$ cat src/rtl/clock_mode_ctrl_pkg.sv
// Shared constants and helpers for the digital-clock user-input controller.
// Mode and field encodings must stay in step with the DigitalClock datapath.
package clock_mode_ctrl_pkg;

    localparam int MEGA = 1_000_000;

    localparam logic [1:0] MODE_CLOCK      = 2'd0;
    localparam logic [1:0] MODE_CLOCK_EDIT = 2'd1;
    localparam logic [1:0] MODE_ALARM_EDIT = 2'd2;
    localparam logic [1:0] MODE_STOPWATCH  = 2'd3;

    localparam logic [1:0] SELECT_NONE = 2'd0;
    localparam logic [1:0] SELECT_SEC  = 2'd1;
    localparam logic [1:0] SELECT_MIN  = 2'd2;
    localparam logic [1:0] SELECT_HOUR = 2'd3;

    typedef enum logic [1:0] {
        RPT_IDLE   = 2'd0,
        RPT_DELAY  = 2'd1,
        RPT_REPEAT = 2'd2
    } rpt_state_e;

    function automatic int ms_to_cycles(input int clk_freq, input int ms);
        return (clk_freq / 1000) * ms;
    endfunction

    function automatic logic is_edit_mode(input logic [1:0] m);
        return (m == MODE_CLOCK_EDIT) || (m == MODE_ALARM_EDIT);
    endfunction

    // Edit-field rotation; NONE is never produced so an edit mode always has a field.
    function automatic logic [1:0] next_select(input logic [1:0] s);
        logic [1:0] n;
        case (s)
            SELECT_SEC:  n = SELECT_MIN;
            SELECT_MIN:  n = SELECT_HOUR;
            SELECT_HOUR: n = SELECT_SEC;
            default:     n = SELECT_SEC;
        endcase
        return n;
    endfunction

endpackage

$ cat src/rtl/clock_mode_ctrl_button_debounce.sv
// One push-button input path: 2-FF synchroniser, stability counter, debounced
// level and a registered one-cycle press pulse on its rising edge.
module button_debounce
    import clock_mode_ctrl_pkg::*;
#(
    parameter int CLK_FREQ    = 100 * MEGA,
    parameter int DEBOUNCE_MS = 10
) (
    input  logic clk,
    input  logic global_reset_n,
    input  logic btn_in,
    output logic level,
    output logic press
);

    localparam int             DEB_CYC = ms_to_cycles(CLK_FREQ, DEBOUNCE_MS);
    localparam int             CW      = $clog2(DEB_CYC + 1);
    localparam logic [CW-1:0]  DEB_MAX = CW'(DEB_CYC);
    localparam logic [CW-1:0]  CNT_ONE = CW'(1'b1);
    localparam logic [CW-1:0]  CNT_ZERO = {CW{1'b0}};

    logic [1:0]    sync_q, sync_d;
    logic [CW-1:0] cnt_q, cnt_d;
    logic          level_q, level_d;
    logic          press_q, press_d;
    logic          armed_q, armed_d;

    // Next-state: the counter reloads on the cycle the synchronised level changes.
    // A press needs the level to have been seen low since reset, so a button held
    // through reset stays silent until it is released and pressed again.
    always_comb begin
        sync_d = {sync_q[0], btn_in};
        if (sync_q[0] != sync_q[1]) begin
            cnt_d = CNT_ZERO;
        end else if (cnt_q != DEB_MAX) begin
            cnt_d = cnt_q + CNT_ONE;
        end else begin
            cnt_d = cnt_q;
        end
        if (cnt_d == DEB_MAX) begin
            level_d = sync_q[1];
        end else begin
            level_d = level_q;
        end
        if ((cnt_d == DEB_MAX) && !sync_q[1]) begin
            armed_d = 1'b1;
        end else begin
            armed_d = armed_q;
        end
        press_d = level_d & ~level_q & armed_q;
    end

    // State registers.
    always_ff @(posedge clk or negedge global_reset_n) begin
        if (!global_reset_n) begin
            sync_q  <= 2'b00;
            cnt_q   <= CNT_ZERO;
            level_q <= 1'b0;
            press_q <= 1'b0;
            armed_q <= 1'b0;
        end else begin
            sync_q  <= sync_d;
            cnt_q   <= cnt_d;
            level_q <= level_d;
            press_q <= press_d;
            armed_q <= armed_d;
        end
    end

    assign level = level_q;
    assign press = press_q;

endmodule

$ cat src/rtl/clock_mode_ctrl.sv
// User-input controller for the digital clock: turns three debounced buttons into
// mode/field selection, increment pulses with hold-to-repeat, alarm arm and stopwatch control.
module clock_mode_ctrl
    import clock_mode_ctrl_pkg::*;
#(
    parameter int CLK_FREQ        = 100 * MEGA,
    parameter int DEBOUNCE_MS     = 10,
    parameter int REPEAT_DELAY_MS = 500,
    parameter int REPEAT_RATE_MS  = 100,
    parameter int NUM_MODES       = 4
) (
    input  logic       clk,
    input  logic       global_reset_n,
    input  logic       btn_mode,
    input  logic       btn_select,
    input  logic       btn_inc,
    output logic [1:0] mode,
    output logic [1:0] select,
    output logic       increment,
    output logic       alarm_enable,
    output logic       sw_run,
    output logic       sw_clear
);

    localparam int DLY_CYC = ms_to_cycles(CLK_FREQ, REPEAT_DELAY_MS);
    localparam int RPT_CYC = ms_to_cycles(CLK_FREQ, REPEAT_RATE_MS);
    localparam int CNT_MAX = (DLY_CYC > RPT_CYC) ? DLY_CYC : RPT_CYC;
    localparam int RW      = $clog2(CNT_MAX + 1);

    localparam logic [RW-1:0] DLY_END  = RW'(DLY_CYC);
    localparam logic [RW-1:0] RPT_END  = RW'(RPT_CYC);
    localparam logic [RW-1:0] CNT_SAT  = RW'(CNT_MAX);
    localparam logic [RW-1:0] CNT_ONE  = RW'(1'b1);
    localparam logic [RW-1:0] CNT_ZERO = {RW{1'b0}};
    localparam logic [1:0]    MODE_LAST = 2'(NUM_MODES - 1);

    logic mode_lvl_s, sel_lvl_s, inc_lvl_s;
    logic mode_press_s, sel_press_s, inc_press_s;
    logic unused_lvl_s;
    logic [1:0] next_mode_s;

    logic [1:0]    mode_q, mode_d;
    logic [1:0]    select_q, select_d;
    logic          increment_q, increment_d;
    logic          alarm_enable_q, alarm_enable_d;
    logic          sw_run_q, sw_run_d;
    logic          sw_clear_q, sw_clear_d;
    rpt_state_e    rpt_state_q, rpt_state_d;
    logic [RW-1:0] rpt_cnt_q, rpt_cnt_d;

    button_debounce #(.CLK_FREQ(CLK_FREQ), .DEBOUNCE_MS(DEBOUNCE_MS)) u_deb_mode (
        .clk(clk), .global_reset_n(global_reset_n), .btn_in(btn_mode),
        .level(mode_lvl_s), .press(mode_press_s)
    );
    button_debounce #(.CLK_FREQ(CLK_FREQ), .DEBOUNCE_MS(DEBOUNCE_MS)) u_deb_select (
        .clk(clk), .global_reset_n(global_reset_n), .btn_in(btn_select),
        .level(sel_lvl_s), .press(sel_press_s)
    );
    button_debounce #(.CLK_FREQ(CLK_FREQ), .DEBOUNCE_MS(DEBOUNCE_MS)) u_deb_inc (
        .clk(clk), .global_reset_n(global_reset_n), .btn_in(btn_inc),
        .level(inc_lvl_s), .press(inc_press_s)
    );

    // Only the inc level matters (for repeat); the other two are press-only.
    assign unused_lvl_s = mode_lvl_s ^ sel_lvl_s;
    assign next_mode_s  = (mode_q == MODE_LAST) ? MODE_CLOCK : (mode_q + 2'd1);

    // Next-state: repeat timer first, then presses in priority mode > select > inc.
    always_comb begin
        mode_d         = mode_q;
        select_d       = select_q;
        alarm_enable_d = alarm_enable_q;
        sw_run_d       = sw_run_q;
        sw_clear_d     = 1'b0;
        increment_d    = 1'b0;
        rpt_state_d    = rpt_state_q;
        rpt_cnt_d      = rpt_cnt_q;

        case (rpt_state_q)
            RPT_IDLE: begin
                rpt_cnt_d = CNT_ZERO;
            end
            RPT_DELAY, RPT_REPEAT: begin
                if (!inc_lvl_s) begin
                    rpt_state_d = RPT_IDLE;
                    rpt_cnt_d   = CNT_ZERO;
                end else if (rpt_cnt_q == ((rpt_state_q == RPT_DELAY) ? DLY_END : RPT_END)) begin
                    rpt_state_d = RPT_REPEAT;
                    rpt_cnt_d   = CNT_ONE;
                    increment_d = 1'b1;
                end else if (rpt_cnt_q != CNT_SAT) begin
                    rpt_cnt_d = rpt_cnt_q + CNT_ONE;
                end else begin
                    rpt_cnt_d = rpt_cnt_q;
                end
            end
            default: begin
                rpt_state_d = RPT_IDLE;
                rpt_cnt_d   = CNT_ZERO;
            end
        endcase

        if (mode_press_s) begin
            mode_d      = next_mode_s;
            select_d    = is_edit_mode(next_mode_s) ? SELECT_SEC : SELECT_NONE;
            increment_d = 1'b0;
            rpt_state_d = RPT_IDLE;
            rpt_cnt_d   = CNT_ZERO;
        end else if (sel_press_s) begin
            case (mode_q)
                MODE_CLOCK:                      alarm_enable_d = ~alarm_enable_q;
                MODE_CLOCK_EDIT, MODE_ALARM_EDIT: select_d      = next_select(select_q);
                MODE_STOPWATCH: begin
                    sw_clear_d = 1'b1;
                    sw_run_d   = 1'b0;
                end
                default:                         select_d       = select_q;
            endcase
        end else if (inc_press_s) begin
            case (mode_q)
                MODE_CLOCK_EDIT, MODE_ALARM_EDIT: begin
                    increment_d = 1'b1;
                    rpt_state_d = RPT_DELAY;
                    rpt_cnt_d   = CNT_ONE;
                end
                MODE_STOPWATCH: sw_run_d = ~sw_run_q;
                default:        sw_run_d = sw_run_q;
            endcase
        end else begin
            mode_d = mode_q;
        end
    end

    // Control and repeat-FSM registers; all outputs come straight from here.
    always_ff @(posedge clk or negedge global_reset_n) begin
        if (!global_reset_n) begin
            mode_q         <= MODE_CLOCK;
            select_q       <= SELECT_NONE;
            increment_q    <= 1'b0;
            alarm_enable_q <= 1'b0;
            sw_run_q       <= 1'b0;
            sw_clear_q     <= 1'b0;
            rpt_state_q    <= RPT_IDLE;
            rpt_cnt_q      <= CNT_ZERO;
        end else begin
            mode_q         <= mode_d;
            select_q       <= select_d;
            increment_q    <= increment_d;
            alarm_enable_q <= alarm_enable_d;
            sw_run_q       <= sw_run_d;
            sw_clear_q     <= sw_clear_d;
            rpt_state_q    <= rpt_state_d;
            rpt_cnt_q      <= rpt_cnt_d;
        end
    end

    assign mode         = mode_q;
    assign select       = select_q;
    assign increment    = increment_q;
    assign alarm_enable = alarm_enable_q;
    assign sw_run       = sw_run_q;
    assign sw_clear     = sw_clear_q;

endmodule
$ cat config.mk
export PLATFORM = sky130hd
export DESIGN_NAME = clock_mode_ctrl
export DESIGN_NICKNAME = d
export VERILOG_FILES = /design/src/rtl/clock_mode_ctrl_pkg.sv /design/src/rtl/clock_mode_ctrl_button_debounce.sv /design/src/rtl/clock_mode_ctrl.sv
export SDC_FILE = /design/constraint.sdc
export NUM_CORES = 1
export LEC_CHECK = 0
export BUFFER_PORTS_ARGS = -buffer_cell sky130_fd_sc_hd__buf_2
export CAP_MARGIN = 10
export CORE_UTILIZATION = 35
export CTS_CLUSTER_DIAMETER = 30
export DETAILED_ROUTE_END_ITERATION = 8
export GPL_TIMING_DRIVEN = 1
export SKIP_LAST_GASP = 1
export SYNTH_ARGS = -nofsm -noshare
export SYNTH_HDL_FRONTEND = slang
export SYNTH_SLANG_ARGS = --single-unit
$ cat constraint.sdc
create_clock -name clk -period 2.9 [get_ports clk]
set_clock_uncertainty 0.15 [all_clocks]
set_input_delay 0.58 -clock clk [delete_from_list [all_inputs] [get_ports clk]]
set_output_delay 0.58 -clock clk [all_outputs]
set_load 0.01 [all_outputs]
# After elaboration in Yosys (flattened, before gate mapping)
# Cells that the tools add are included.
# classes
reduce_logical	17
add_sub_neg	5
n_eq_ne	22
n_mux	45
n_bitwise	12
# op_table
op	count
$mux W26	9
$mux W20	6
$add A20 B1 Y20 const B	3
$eq A20 B20 Y1 const B	3
$ne A20 B20 Y1 const B	3
$add A26 B1 Y26 const B	1
$eq A26 B26 Y1	1
$ne A26 B26 Y1 const B	1
$mux W2	10
$mux W1	18
$eq A2 B2 Y1 const B	5
$eq A2 B1 Y1 const B	4
$pmux W2 S2	2
$and A1 B1 Y1	6
$not A1 Y1	6
$reduce_bool A2 Y1	3
$logic_not A2 Y1	2
$ne A2 B2 Y1 const B	2
$reduce_and A4 Y1	1
$reduce_or A2 Y1	2
$logic_and A1 B1 Y1	3
$logic_not A1 Y1	3
$ne A1 B1 Y1	3
$reduce_and A3 Y1	1
3 further kinds	3
# word_totals
word_cells	124
in_bits	5
reg_bits	111
out_inout_bits	8

# Logic depth before layout (Yosys ltp)
# depth
word_depth	10
depth_mapped	10

# Modules after synthesis
# A second synthesis with hierarchy kept.
# hier_totals
hier_cells	724
hier_area_um2	6605.1
# modules_own_cells
mod	cells_per_inst	seq_area_each_um2	n_inst	area_each_um2
button_debounce	173	625.6	3	1534.0
clock_mode_ctrl	205	900.9	1	2003.2

# Worst setup path after synthesis
# OpenSTA, ideal clock, no wires.
# synth_timing
path_kind	flip-flop to flip-flop
startpoint	register u_deb_inc.cnt_q[0]
endpoint	register u_deb_inc.level_q, in the netlist u_deb_inc.level
t_arrival_ps	2473
path_stages_with_launch	10
n_path_buf	1
path_slack_ps	152
required_time_ps	2625
setup_time_ps	125
path_cell_list	dfrtp_1 -> ha_1 -> clkbuf_1 -> nand2_1 -> or2_1 -> xor2_1 -> or4_1 -> nor4b_2 -> nand4_2 -> mux2_4
# synth_via
elab_chain_cells	5
word_cells_on_any_way	6
classes_between	1 x add/sub; 2 x eq/ne; 3 x mux
# synth_lines
element	line	text
start: declaration	clock_mode_ctrl_button_debounce.sv:23	logic [CW-1:0] cnt_q, cnt_d;
start signal: assignment	clock_mode_ctrl_button_debounce.sv:63	cnt_q <= cnt_d;
$add A20 B1 Y20 or $ne A20 B20 Y1 (tied branches)	clock_mode_ctrl_button_debounce.sv:36, clock_mode_ctrl_button_debounce.sv:35	
$mux W20 *	clock_mode_ctrl_button_debounce.sv:35	end else if (cnt_q != DEB_MAX) begin
$mux W20 *	clock_mode_ctrl_button_debounce.sv:33	if (sync_q[0] != sync_q[1]) begin
$eq A20 B20 Y1 *	clock_mode_ctrl_button_debounce.sv:40	if (cnt_d == DEB_MAX) begin
$mux W1 *	clock_mode_ctrl_button_debounce.sv:40	
net u_deb_inc.level_d	clock_mode_ctrl_button_debounce.sv:24	logic level_q, level_d;
end signal: assignment	clock_mode_ctrl_button_debounce.sv:64	level_q <= level_d;
end: declaration	clock_mode_ctrl_button_debounce.sv:24	
# The timed path passes the listed nets; every way through them passes the cells marked *.
# A chain may end at the register's enable or synchronous reset.

# Worst setup path after layout
# layout_timing
startpoint	register u_deb_inc.cnt_q[1]
endpoint	register u_deb_inc.level_q, in the netlist u_deb_inc.level
# The elaborated chain is that of the path after synthesis.

==> results_dict.tcl <==
set metrics [dict create \
    outcome "finished, final reports clean" \
    die_y_um 134 \
    fmax_ghz 0.365 \
    die_area_um2 18000 \
    synth_common_cells "111 x dfrtp_1, 108 x nor2_1, 50 x xor2_1, 44 x nand2_1, 39 x nand3_1" \
    cts_buffers 9 \
    path_class "flop to flop" \
    die_x_um 134 \
    ant_nets 0 \
    slew_headroom 0.612 \
    yosysSeqAreaShare 0.455 \
    power_frac_seq 0.516 \
    internal-power_mw 2.34 \
    rows 47 \
    grt_max_degree 55 \
    multiInputGateArea_um2 3140 \
    power.total_mw 3.12 \
    io_pins 13 \
    insertion_delay_ps 360 \
    synthXorXnorAreaFrac 0.126 \
    drtIter0Drc 292 \
    clkSinkCount 111 \
    slowest_delay_ps 540 \
    core_um2 16800 \
    port-buffer-count 12 \
    hold_viol_final 0 \
    drt-wirelength-per-cell_um 13.6 \
    syn_area_um2 6110 \
    p_sw_frac 0.250 \
    routabilityCongestion 0.885 \
    n_fill_cell 1708 \
    htree_levels 3 \
    ir_drop_uv 481 \
    yosysTopAreaCell "dfrtp_1" \
    initial_core_util 0.363 \
    synth_compound_area_frac 0.0656 \
    yosys.cell_count.top_type "dfrtp_1" \
    r2r_setup_slack_ps 160 \
    crit_path_cell_trace "ha_4, nand2_1, or2_1, xor2_1, or4_1, nor4b_2, nand4_2, mux2_4" \
    p_leak_nw 2.87 \
    critPathRequiredTime_ps 2990 \
    synth_cell_type_count 61 \
    synth_top_family_by_area "simple AND/OR/NAND/NOR gates" \
    synthAdderAreaFrac 0.0320 \
    rsz0062_at_grt "false" \
    fin_crit_sh 0.946 \
    place_hpwl_um 8840 \
    cts_tree "yes" \
    cts-root-buf "clkbuf_16" \
    dr.pass1.iters 5 \
    area_delta_synth_final_pct 12.6 \
    hold_buffers 0 \
    regArea_um2 2780 \
    clock_path_buffers 2 \
    power_frac_clock 0.411 \
    synth_fp_nets 669 \
    synth-simple-area-share 0.272 \
    synth-main-ff-cell "dfrtp_1" \
    ys_ff_latch 111 \
    power-per-cell-area_nw_per_um2 453 \
    antenna_found_initial 0 \
    p_comb_frac 0.073 \
    whs_ps 69.7 \
    synth-edff-count 0 \
    critical_path_arrival_ps 2830 \
    grt_pass1_wl_um 21700 \
    synthArstFlopShare 1.00 \
    diodes 0 \
    postCtsResizedCells 0 \
    slew_viol_final 0 \
    avgViaCountPerCell 5.15 \
    max_cap_viol_count 0 \
    synth_top_cell_area_share 0.455 \
    clkSlewWorstSetupHoldPaths_ps 80 \
    utilization 0.409 \
    grt_overflow 0 \
    synthesis.instances 650 \
    p_switching_uw 779 \
    worst_slew_pin_slew_ps 583 \
    finalNetCount 693 \
    finalCriticalPeriod_ps 2740 \
    setup_violations 0 \
    cp-start-kind "flop" \
    cp_slowest_cell "or4_1" \
    hold_path_class "input port to asynchronous set/reset pin" \
    drive_gt1_frac 0.113 \
    dr_total_vias 4634 \
    avgSynthCellArea_um2 9.40 \
    wirelength_um 12300 \
    crit_path_max_fanout 7 \
    synth_area_leaders "dfrtp_1 45%, xor2_1 7.2%, nor2_1 6.6%, xnor2_1 5.4%, nand3_1 3.2%" \
    yosys_warnings 0 \
    timing.setup.tns_ps 0 \
    track_usage 0.148 \
    post_cts_buffers 0 \
    end_kind "flop" \
    first_global_vias 4601 \
    synth_mux_area_frac 0.0148 \
    drc_errors 0 \
]
-- state kept, by name, indices dropped and copies added (netlist names), 2 cells and up --
name	cells
select	2
u_deb_inc.sync_q	2
rpt_cnt_q	26
mode	2
rpt_state_q	2
u_deb_select.sync_q	2
u_deb_inc.cnt_q	20
u_deb_mode.sync_q	2
u_deb_select.cnt_q	20
u_deb_mode.cnt_q	20
-- layer usage --
layer,part of all wire,GRT usage,up-vias
met5,0,0,-
met2,0.48,0.242,67
met4,0.015,0.0493,0
met1,0.47,0.194,2262
met3,0.032,0.0314,13
li1,-,-,2292
-- worst max-delay path: cells and delay by family (launching register included) --
| kind | cells | cell delay [ps] |
|---|---|---|
| xor gates and xnor gates | 1 | 180 |
| adders and majority gates | 1 | 200 |
| and+or+nand+nor | 5 | 1350 |
| DFF | 1 | 430 |
| muxes | 1 | 330 |
-- worst paths after layout --
path / to / start / depth (start not counted)
setup / recovery: u_deb_inc.level / u_deb_inc.cnt_q[1] / 8
hold / removal: u_deb_mode.cnt_q[14] / global_reset_n / 1
setup reg to reg: u_deb_inc.level / u_deb_inc.cnt_q[1] / 8
hold reg to reg: u_deb_inc.sync_q[1] / u_deb_inc.sync_q[0] / 0
max in group asynchronous: rpt_cnt_q[18] / global_reset_n / 2
min in group clk: u_deb_select.sync_q[0] / btn_select / 1
-- through the flow --
step           instance area [µm²]  std cells  worst slack, ps
2_1_floorplan                 6110        650              152
3_3_place_gp                  6550        883              129
3_5_place_dp                  6550        883             61.7
4_1_cts                       6860        899             38.0
5_1_grt                       6880        899             27.3
6_report                      6880        899              158
-- cell usage in the layout, fill, tap and decap left out, types with 11 or more instances in the layout --
master,instances
a21oi_1,20
buf_2,11
buf_4,27
dfrtp_1,111
ha_1,13
inv_1,28
nand2_1,44
nand3_1,39
nand4_1,20
nor2_1,108
nor3_1,21
nor4_1,11
xnor2_1,37
xor2_1,50
-- power groups by stage --
stage               clock (mW)  combinational (mW)  sequential (mW)
detailed placement           0               0.229             1.64
floorplan                    0               0.147             1.62
CTS                       1.32               0.229             1.60
finish                    1.28               0.228             1.61
global route              1.38               0.258             1.61
global placement             0               0.223             1.63
-- final cells by class --
type / instances / share of cell area
clock buffer: 9 / 0.0328
clock inverter: 7 / 0.0113
inverter: 28 / 0.0153
multi-input combinational: 485 / 0.456
sequential: 111 / 0.404
tap: 220 / 0.0400
timing repair buffer: 39 / 0.0404
-- cell families (layout without fill, tap and decap cells) --
| group | after synthesis | count (layout) |
|---|---|---|
| simple gates | 315 | 315 |
| flops | 111 | 111 |
| xor+xnor | 88 | 88 |
| compound gates | 58 | 58 |
| buf+inv | 54 | 83 |
| fa+ha+maj | 16 | 16 |
| mux | 8 | 8 |
Power figures use the tool's default switching activity.
